--- config.mk ---
export PLATFORM = sky130hd
export DESIGN_NAME = teclado_emulador
export DESIGN_NICKNAME = d
export VERILOG_FILES = /design/src/rtl/teclado_emulador.sv
export SDC_FILE = /design/constraint.sdc
export NUM_CORES = 1
export LEC_CHECK = 0
export CORE_ASPECT_RATIO = 0.7
export CORE_UTILIZATION = 40
export DETAILED_ROUTE_END_ITERATION = 16
export PLACE_DENSITY = 0.64
export SYNTH_ARGS = -nofsm -noshare
export SYNTH_HDL_FRONTEND = slang
export SYNTH_SLANG_ARGS = --single-unit
export TNS_END_PERCENT = 50
--- constraint.sdc ---
create_clock -name clk -period 3.31 [get_ports clk]
set_input_delay 0.4965 -clock clk [delete_from_list [all_inputs] [get_ports clk]]
set_output_delay 0.4965 -clock clk [all_outputs]
set_load 0.02 [all_outputs]
--- src/rtl/teclado_emulador.sv ---
// 4x4 matrix-keypad emulator: presses a requested key for HOLD_CYC, then enforces a GAP_CYC release.
// Optional contact bounce around each press when TECLADO_REBOTE_EN is defined.
module teclado_emulador #(
  parameter int HOLD_CYC   = 2000,
  parameter int GAP_CYC    = 500,
  parameter int CNT_W      = 16,
  parameter int BOUNCE_CYC = 64
) (
  input  logic       clk,
  input  logic       rst_n,
  input  logic [3:0] col,
  output logic [3:0] fila,
  input  logic [3:0] key_code,
  input  logic       key_valid,
  output logic       key_ready,
  output logic       pressed,
  output logic       done
);

  typedef enum logic [2:0] {IDLE, BOUNCE_IN, HOLD, BOUNCE_OUT, GAP} state_t;

  localparam logic [CNT_W-1:0] HOLD_LD   = CNT_W'(HOLD_CYC - 1);
  localparam logic [CNT_W-1:0] GAP_LD    = CNT_W'(GAP_CYC - 1);
  localparam logic [CNT_W-1:0] BOUNCE_LD = CNT_W'(BOUNCE_CYC - 1);
`ifdef TECLADO_REBOTE_EN
  localparam bit REBOTE = 1'b1;
`else
  localparam bit REBOTE = 1'b0;
`endif

  state_t           state;
  logic [CNT_W-1:0] cnt;
  logic [3:0]       code;
  logic             contact;

`ifdef TECLADO_REBOTE_EN
  logic [7:0] lfsr;
  logic       bouncing;

  assign bouncing = (state == BOUNCE_IN) || (state == BOUNCE_OUT);
  assign contact  = pressed | (bouncing & lfsr[0]);

  // Fibonacci LFSR, taps 8,6,5,4; only advances while the contact is chattering
  always_ff @(posedge clk) begin
    if (!rst_n)        lfsr <= 8'hA5;
    else if (bouncing) lfsr <= {lfsr[6:0], lfsr[7] ^ lfsr[5] ^ lfsr[4] ^ lfsr[3]};
  end
`else
  assign contact = pressed;
`endif

  always_ff @(posedge clk) begin
    if (!rst_n) begin
      state     <= IDLE;
      cnt       <= '0;
      code      <= '0;
      pressed   <= 1'b0;
      key_ready <= 1'b0;
      done      <= 1'b0;
    end else begin
      done <= 1'b0;
      case (state)
        IDLE: begin
          key_ready <= 1'b1;
          if (key_valid && key_ready) begin
            code      <= key_code;
            key_ready <= 1'b0;
            if (REBOTE) begin
              state <= BOUNCE_IN;
              cnt   <= BOUNCE_LD;
            end else begin
              state   <= HOLD;
              cnt     <= HOLD_LD;
              pressed <= 1'b1;
            end
          end
        end
        BOUNCE_IN: begin
          if (cnt == '0) begin
            state   <= HOLD;
            cnt     <= HOLD_LD;
            pressed <= 1'b1;
          end else cnt <= cnt - 1'b1;
        end
        HOLD: begin
          if (cnt == '0) begin
            pressed <= 1'b0;
            if (REBOTE) begin
              state <= BOUNCE_OUT;
              cnt   <= BOUNCE_LD;
            end else begin
              state <= GAP;
              cnt   <= GAP_LD;
            end
          end else cnt <= cnt - 1'b1;
        end
        BOUNCE_OUT: begin
          if (cnt == '0) begin
            state <= GAP;
            cnt   <= GAP_LD;
          end else cnt <= cnt - 1'b1;
        end
        GAP: begin
          if (cnt == '0) begin
            state     <= IDLE;
            done      <= 1'b1;
            key_ready <= 1'b1;
          end else cnt <= cnt - 1'b1;
        end
        default: state <= IDLE;
      endcase
    end
  end

  // Zero-latency row return: only the latched key's row, only when its column is scanned
  always_comb begin
    fila = '0;
    if (contact && col[code[1:0]]) fila[code[3:2]] = 1'b1;
  end

endmodule
==> results.txt, run 1 <==
max-slew violation count: 0
CP Buf/Inv Count: 2
Post-layout nets: 206
Synth-to-Final Area Change: 18.3%
Seq cells post-synth: 25
P_leak: 0.660 nW
antenna violations before repair: 0
RSZ-0062 raised after global routing: false
worst-margin pin slew: 917 ps
WP data required: 2810 ps
HPWL after DPL: 2790 um
Post-synth top flop: dfxtp_1
most frequent cells in the layout: dfxtp_1 (25), nor2_1 (21), clkdlybuf4s50_1 (17)
initial core utilization: 44.1%
Rel. slew slack: 38.4%
Inserted Clock Buffers: 3
design area: 0.00172 sq mm
dpl ws: 685 ps
crit share post-route: 79.2%
total chip power: 1.66 mW
largest net degree at the start of global routing: 18
pwr dens: 967 mW/mm^2
synth warn: 0
CP Launch Type: input port
post-CTS setup buffers: 0
clock transition at the registers of the reported paths: 100 ps
Max H-tree Level: 1
CP Cell Sequence: clkdlybuf4s50_1, mux4_2, and4_1, clkdlybuf4s50_1
GP Congestion: 0.886
non-filler cells in the finished layout: 237
Synth Cell Area: 0.00145 sq mm
Fin. Hold Viols: 0
die footprint: 0.00388 sq mm
CTS Hold Buffers Added: 0
syn avg cell area: 8.45 sq um
HP Class: register to register
setup ws final: 690 ps
via/cell ratio: 6.06
sequential fraction of the synthesis area: 34.5%
maximum clock path buffer count: 2
Synth async-reset ratio: 0%
unique cell type count in the Yosys netlist: 49
core area: 0.00330 sq mm
CP peak stage delay: 530 ps
Post-Syn Nets: 187
CP Max Fanout: 2
WP data arrival: 2120 ps
ant diodes: 0
Setup Viol. Count Final: 0
GRT Util Overall: 23.2%
first-pass GRT wire length: 6730 um
via count: 1436
Setup Skew: 11.7 ps
Die Ht: 52.4 um
first-pass detailed-route iteration total: 4
most common cell after layout, fill and taps aside: dfxtp_1
critical path type: input port to primary output
Period minus WS final: 2620 ps
port bufs: 17
max-cap violations: 0
Starting DRT DRC Count: 112
clock sink count: 25
number of gates resized after cts: 0
GRT Residual Overflow: 0
Die X: 74.0 um
Fmax: 382 MHz
vias in the first global route: 1440
fill cell count: 324
I/O Pins: 18
status: complete, no violations
routed length per instance: 16.3 um
Top delay family on crit path: buffers and inverters
Residual DRC: 0
clk root buf: clkbuf_8
Placed Instances: 233
Clk Latency, worst-skew pair: 280 ps
Post-synth EDFFs: 0
final setup TNS: 0 ps
slowest CP cell: clkdlybuf4s50_1
final WL: 3870 um
cell count after synthesis: 172
critical path's most frequent cell: clkdlybuf4s50_1
CTS tree: done
VDD IR-drop max: 0.334 mV
Rows: 17
area post-placement: 0.00167 sq mm
Final Util: 52.1%
CP Capture Type: primary output
WHS: 505 ps
Antenna Nets Post-Route: 0
share of layout cells above drive strength 1: 11.1%
==> kinds of logic after synthesis <==
group	Yosys count	share of synthesized area (%)
multiplexers	6	5.00
adder cells (fa/ha/maj)	4	3.45
buffers and inverters	13	4.13
AO/OA/AOI/OAI	53	26.4
flip-flops	25	34.5
AND/OR/NAND/NOR	71	26.5
==> metal layers <==
layer  vias up  routed length (um)  GRT usage, %
met5         -                   0             0
met4         0                  34          8.97
met3         9                 249          5.77
met2        59                1780          35.6
met1       684                1810          31.1
li1        684                   -             -
==> cell usage after synthesis, types with 2 or more instances <==
cell	n	share of area, %
inv_1	6	1.6
a31oi_1	3	1.3
o21ai_1	5	1.7
buf_2	3	1.0
dfxtp_1	25	34
mux2i_1	5	3.4
o211a_1	3	2.1
and4_1	2	1.2
nand4_1	2	0.86
nand3_1	5	1.7
o22a_1	2	1.2
o31a_1	3	1.8
o22ai_1	2	0.86
nand2_1	12	3.1
a21oi_1	13	4.5
nor2_1	21	5.4
nor4_1	2	0.86
a21boi_1	2	1.0
o221a_2	3	2.3
o21ai_0	4	1.4
o21a_1	2	1.0
nor3b_1	4	2.1
o211ai_1	2	1.0
ha_1	4	3.4
nor3_1	12	4.1
clkbuf_1	2	0.52
==> cell type report <==
class                      instances  area, sq um  area share, %
multi-input combinational        134          892           51.9
clock buffer                       3         41.3           2.40
tap                               47         58.8           3.42
timing repair buffer              20          193           11.2
sequential                        25          500           29.1
clock inverter                     1         7.51          0.437
inverter                           7         26.3           1.53
==> path summary, 6_finish.rpt <==
kind	startpoint	to	slack (ps)	cells past startpoint
setup / recovery	col[3]	fila[3]	690	4
hold / removal	cnt[9]$_SDFFE_PN0P_	cnt[9]$_SDFFE_PN0P_	500	2
setup reg to reg	cnt[0]$_SDFFE_PN0P_	cnt[3]$_SDFFE_PN0P_	840	8
hold reg to reg	cnt[9]$_SDFFE_PN0P_	cnt[9]$_SDFFE_PN0P_	500	2
==> registers in the layout, summed over array words and instances, names as in the netlist <==
register / count
code: 4
done: 1
key_ready: 1
pressed: 1
cnt: 16
state: 2
==> power breakdown <==
| group | internal (mW) | switching [mW] | total, mW |
|---|---|---|---|
| Clock | 0.0856 | 0.106 | 0.191 |
| Combinational | 0.374 | 0.616 | 0.990 |
| Sequential | 0.380 | 0.102 | 0.482 |
| Total | 0.840 | 0.823 | 1.66 |
==> worst min-delay path: cells and delay by family (launching register included) <==
family	cells	cell delay [ps]
flip-flops	1	350
AO/OA/AOI/OAI	1	50
AND/OR/NAND/NOR	1	60
Power figures use the tool's default switching activity.
==> run 2: changes to the inputs <==
--- a/config.mk
+++ b/config.mk
@@ -8,7 +8,7 @@
 export CORE_ASPECT_RATIO = 0.7
 export CORE_UTILIZATION = 40
 export DETAILED_ROUTE_END_ITERATION = 16
-export PLACE_DENSITY = 0.64
+export PLACE_DENSITY = 0.66
 export SYNTH_ARGS = -nofsm -noshare
 export SYNTH_HDL_FRONTEND = slang
 export SYNTH_SLANG_ARGS = --single-unit
==> constraint.sdc (replaced) <==
create_clock -name clk -period 2.2 [get_ports clk]
set_input_delay 0.33 -clock clk [delete_from_list [all_inputs] [get_ports clk]]
set_output_delay 0.33 -clock clk [all_outputs]
set_load 0.02 [all_outputs]
==> run 2 against run 1 <==
Net effect:
- critical endpoint is now cnt[9]$_SDFFE_PN0P_
- clock skew fell by 7.5 ps
- flip-flop and latch count unchanged
- cell area grew 7.1%
- sequential power is 50% higher
==> results.txt, run 2 (synthesis results as in run 1) <==
status: complete, no violations
pwr dens: 1440 mW/mm^2 (+49%)
Post-layout nets: 222 (+7.8%)
Clk Latency, worst-skew pair: 270 ps (about the same)
CTS Hold Buffers Added: 0 (unchanged)
Antenna Nets Post-Route: 0 (unchanged)
GRT Residual Overflow: 0 (unchanged)
Highest Signal Layer: met4
metal3 WL: 277 um (+11%)
share of layout cells above drive strength 1: 18.4% (+7.4 points)
Top Registers: cnt: 16 flops, code: 4 flops, state: 2 flops
R2R setup slack: 140 ps (-700 ps)
post-CTS setup buffers: 0 (unchanged)
CP Buf/Inv Count: 2 (unchanged)
crit share post-route: 93.7%
Synth-to-Final Area Change: 26.7%
via count: 1449 (+0.91%)
Inserted Clock Buffers: 3 (unchanged)
first-pass detailed-route iteration total: 4 (unchanged)
CP peak stage delay: 340 ps (-190 ps)
CP Max Fanout: 7 (+5)
GRT Util Overall: 21.4% (-1.8 points)
initial core utilization: 44.1% (unchanged)
non-filler cells in the finished layout: 253 (+6.8%)
core area: 0.00330 sq mm (unchanged)
stages on the worst setup path: 8 (+4)
GP Congestion: 0.928 (+4.8%)
Period minus WS final: 2060 ps
via/cell ratio: 5.73 (-5.5%)
CP Launch Type: register
CTS tree: done
worst-margin pin slew: 476 ps (-441 ps)
worst-case reg-to-reg path depth: 8 (unchanged)
WL met2: 1610 um (-9.4%)
Reg2Reg Capture Point: cnt[9]$_SDFFE_PN0P_
die footprint: 0.00388 sq mm (unchanged)
clock transition at the registers of the reported paths: 90 ps (about the same)
Fin. Hold Viols: 0 (unchanged)
Reg-to-Reg Start: cnt[0]$_SDFFE_PN0P_
Setup Viol. Count Final: 0 (unchanged)
CP Capture Type: register
Placed Instances: 249 (+6.9%)
max-cap violations: 0 (unchanged)
P_leak: 0.757 nW (+15%)
VDD IR-drop max: 0.652 mV (+95%)
clk root buf: clkbuf_8
final WL: 3670 um (-5.2%)
CP Cell Sequence: inv_1, ha_1, nor4b_2, nand4_2, o21ai_4, buf_4, o22a_1, o22ai_1
Fmax: 485 MHz
routed length per instance: 14.5 um (-11%)
Die Ht: 52.4 um (unchanged)
HP Class: register to register
Rows: 17 (unchanged)
I/O Pins: 18 (unchanged)
most common cell after layout, fill and taps aside: dfxtp_1
port bufs: 17 (unchanged)
Top delay family on crit path: simple AND/OR/NAND/NOR gates
slowest CP cell: dfxtp_1
HPWL after DPL: 2810 um (+0.86%)
Residual DRC: 0 (unchanged)
most frequent cells in the layout: dfxtp_1 (25), nor2_1 (21), buf_4 (19)
wl on met1: 1770 um (-2.3%)
WP data arrival: 2220 ps (+100 ps)
Worst Setup SP: cnt[0]$_SDFFE_PN0P_
WP data required: 2350 ps (-460 ps)
critical path type: register to register
Final Util: 55.8% (+3.7 points)
crit path capture: cnt[9]$_SDFFE_PN0P_
Rel. slew slack: 68.0% (+30 points)
vias in the first global route: 1357 (-5.8%)
Die X: 74.0 um (unchanged)
antenna violations before repair: 0 (unchanged)
max-slew violation count: 0 (unchanged)
largest net degree at the start of global routing: 18 (unchanged)
Setup Skew: 4.27 ps (-7.47 ps)
first-pass GRT wire length: 6250 um (-7.1%)
max reg flops: 16 (unchanged)
ant diodes: 0 (unchanged)
maximum clock path buffer count: 2 (unchanged)
Starting DRT DRC Count: 120 (+7.1%)
clock sink count: 25 (unchanged)
largest reg by FF count: cnt
Max H-tree Level: 1 (unchanged)
run 2: cell count changes in the layout (fill, tap and decap cells not counted), sizes merged:
cell | previous run | this run
clkbuf | 3 | 4
buf | 3 | 19
dlygate4sd2 | 0 | 4
clkdlybuf4s50 | 17 | 13
clkinvlp | 1 | 0
run 2: power breakdown:
group	internal [mW]	total, mW	switching (mW)
Clock	0.130	0.275	0.146
Combinational	0.725	1.66	0.934
Sequential	0.571	0.722	0.151
run 2: metal layers:
metal | track usage (%) | vias to the layer above
met3 | 5.00 | 5
li1 | - | 713
met5 | 0 | -
met2 | 32.9 | 55
met4 | 2.88 | 0
met1 | 30.9 | 676
run 2: stage by stage:
stage | hold WS [ps] | total power [mW] | instance area [sq um] | worst slack (ps) | TNS [ps]
final | 493 | 2.66 | 1840 | 139 | 0
after global routing | 545 | 2.88 | 1840 | -21.5 | -42.9
after CTS | 500 | 2.63 | 1830 | 66.5 | 0
after detailed placement | 487 | 2.36 | 1790 | -97.3 | -251
after global placement | 467 | 2.32 | 1790 | -56.7 | -118
after floorplan | 449 | 1.80 | 1450 | 348 | 0
run 2: how the worst min path moves through the flow:
stage,start,depth (start not counted),to
floorplan,cnt[1]$_SDFFE_PN0P_,2,cnt[1]$_SDFFE_PN0P_
global placement,cnt[1]$_SDFFE_PN0P_,2,cnt[1]$_SDFFE_PN0P_
detailed placement,cnt[1]$_SDFFE_PN0P_,2,cnt[1]$_SDFFE_PN0P_
CTS,cnt[1]$_SDFFE_PN0P_,2,cnt[1]$_SDFFE_PN0P_
global route,cnt[9]$_SDFFE_PN0P_,2,cnt[9]$_SDFFE_PN0P_
finish,cnt[1]$_SDFFE_PN0P_,2,cnt[1]$_SDFFE_PN0P_
run 2: tightest hold or removal path, stage by stage, from the launching register on:
cell and delay [ps]:
dfxtp_1 320, inv_1 70, a21oi_1 60
run 2: layout make-up:
type	count	area, sq um
clock buffer	4	45.0
fill	317	1460
inverter	7	26.3
multi-input combinational	134	902
sequential	25	500
tap	47	58.8
timing repair buffer	36	308
run 2: what timing repair did:
action,4_1_cts,5_1_grt
endpoints found under the hold margin,0,0
pin swaps,0,0
setup endpoints to repair,4,14
gates resized for setup,4,2
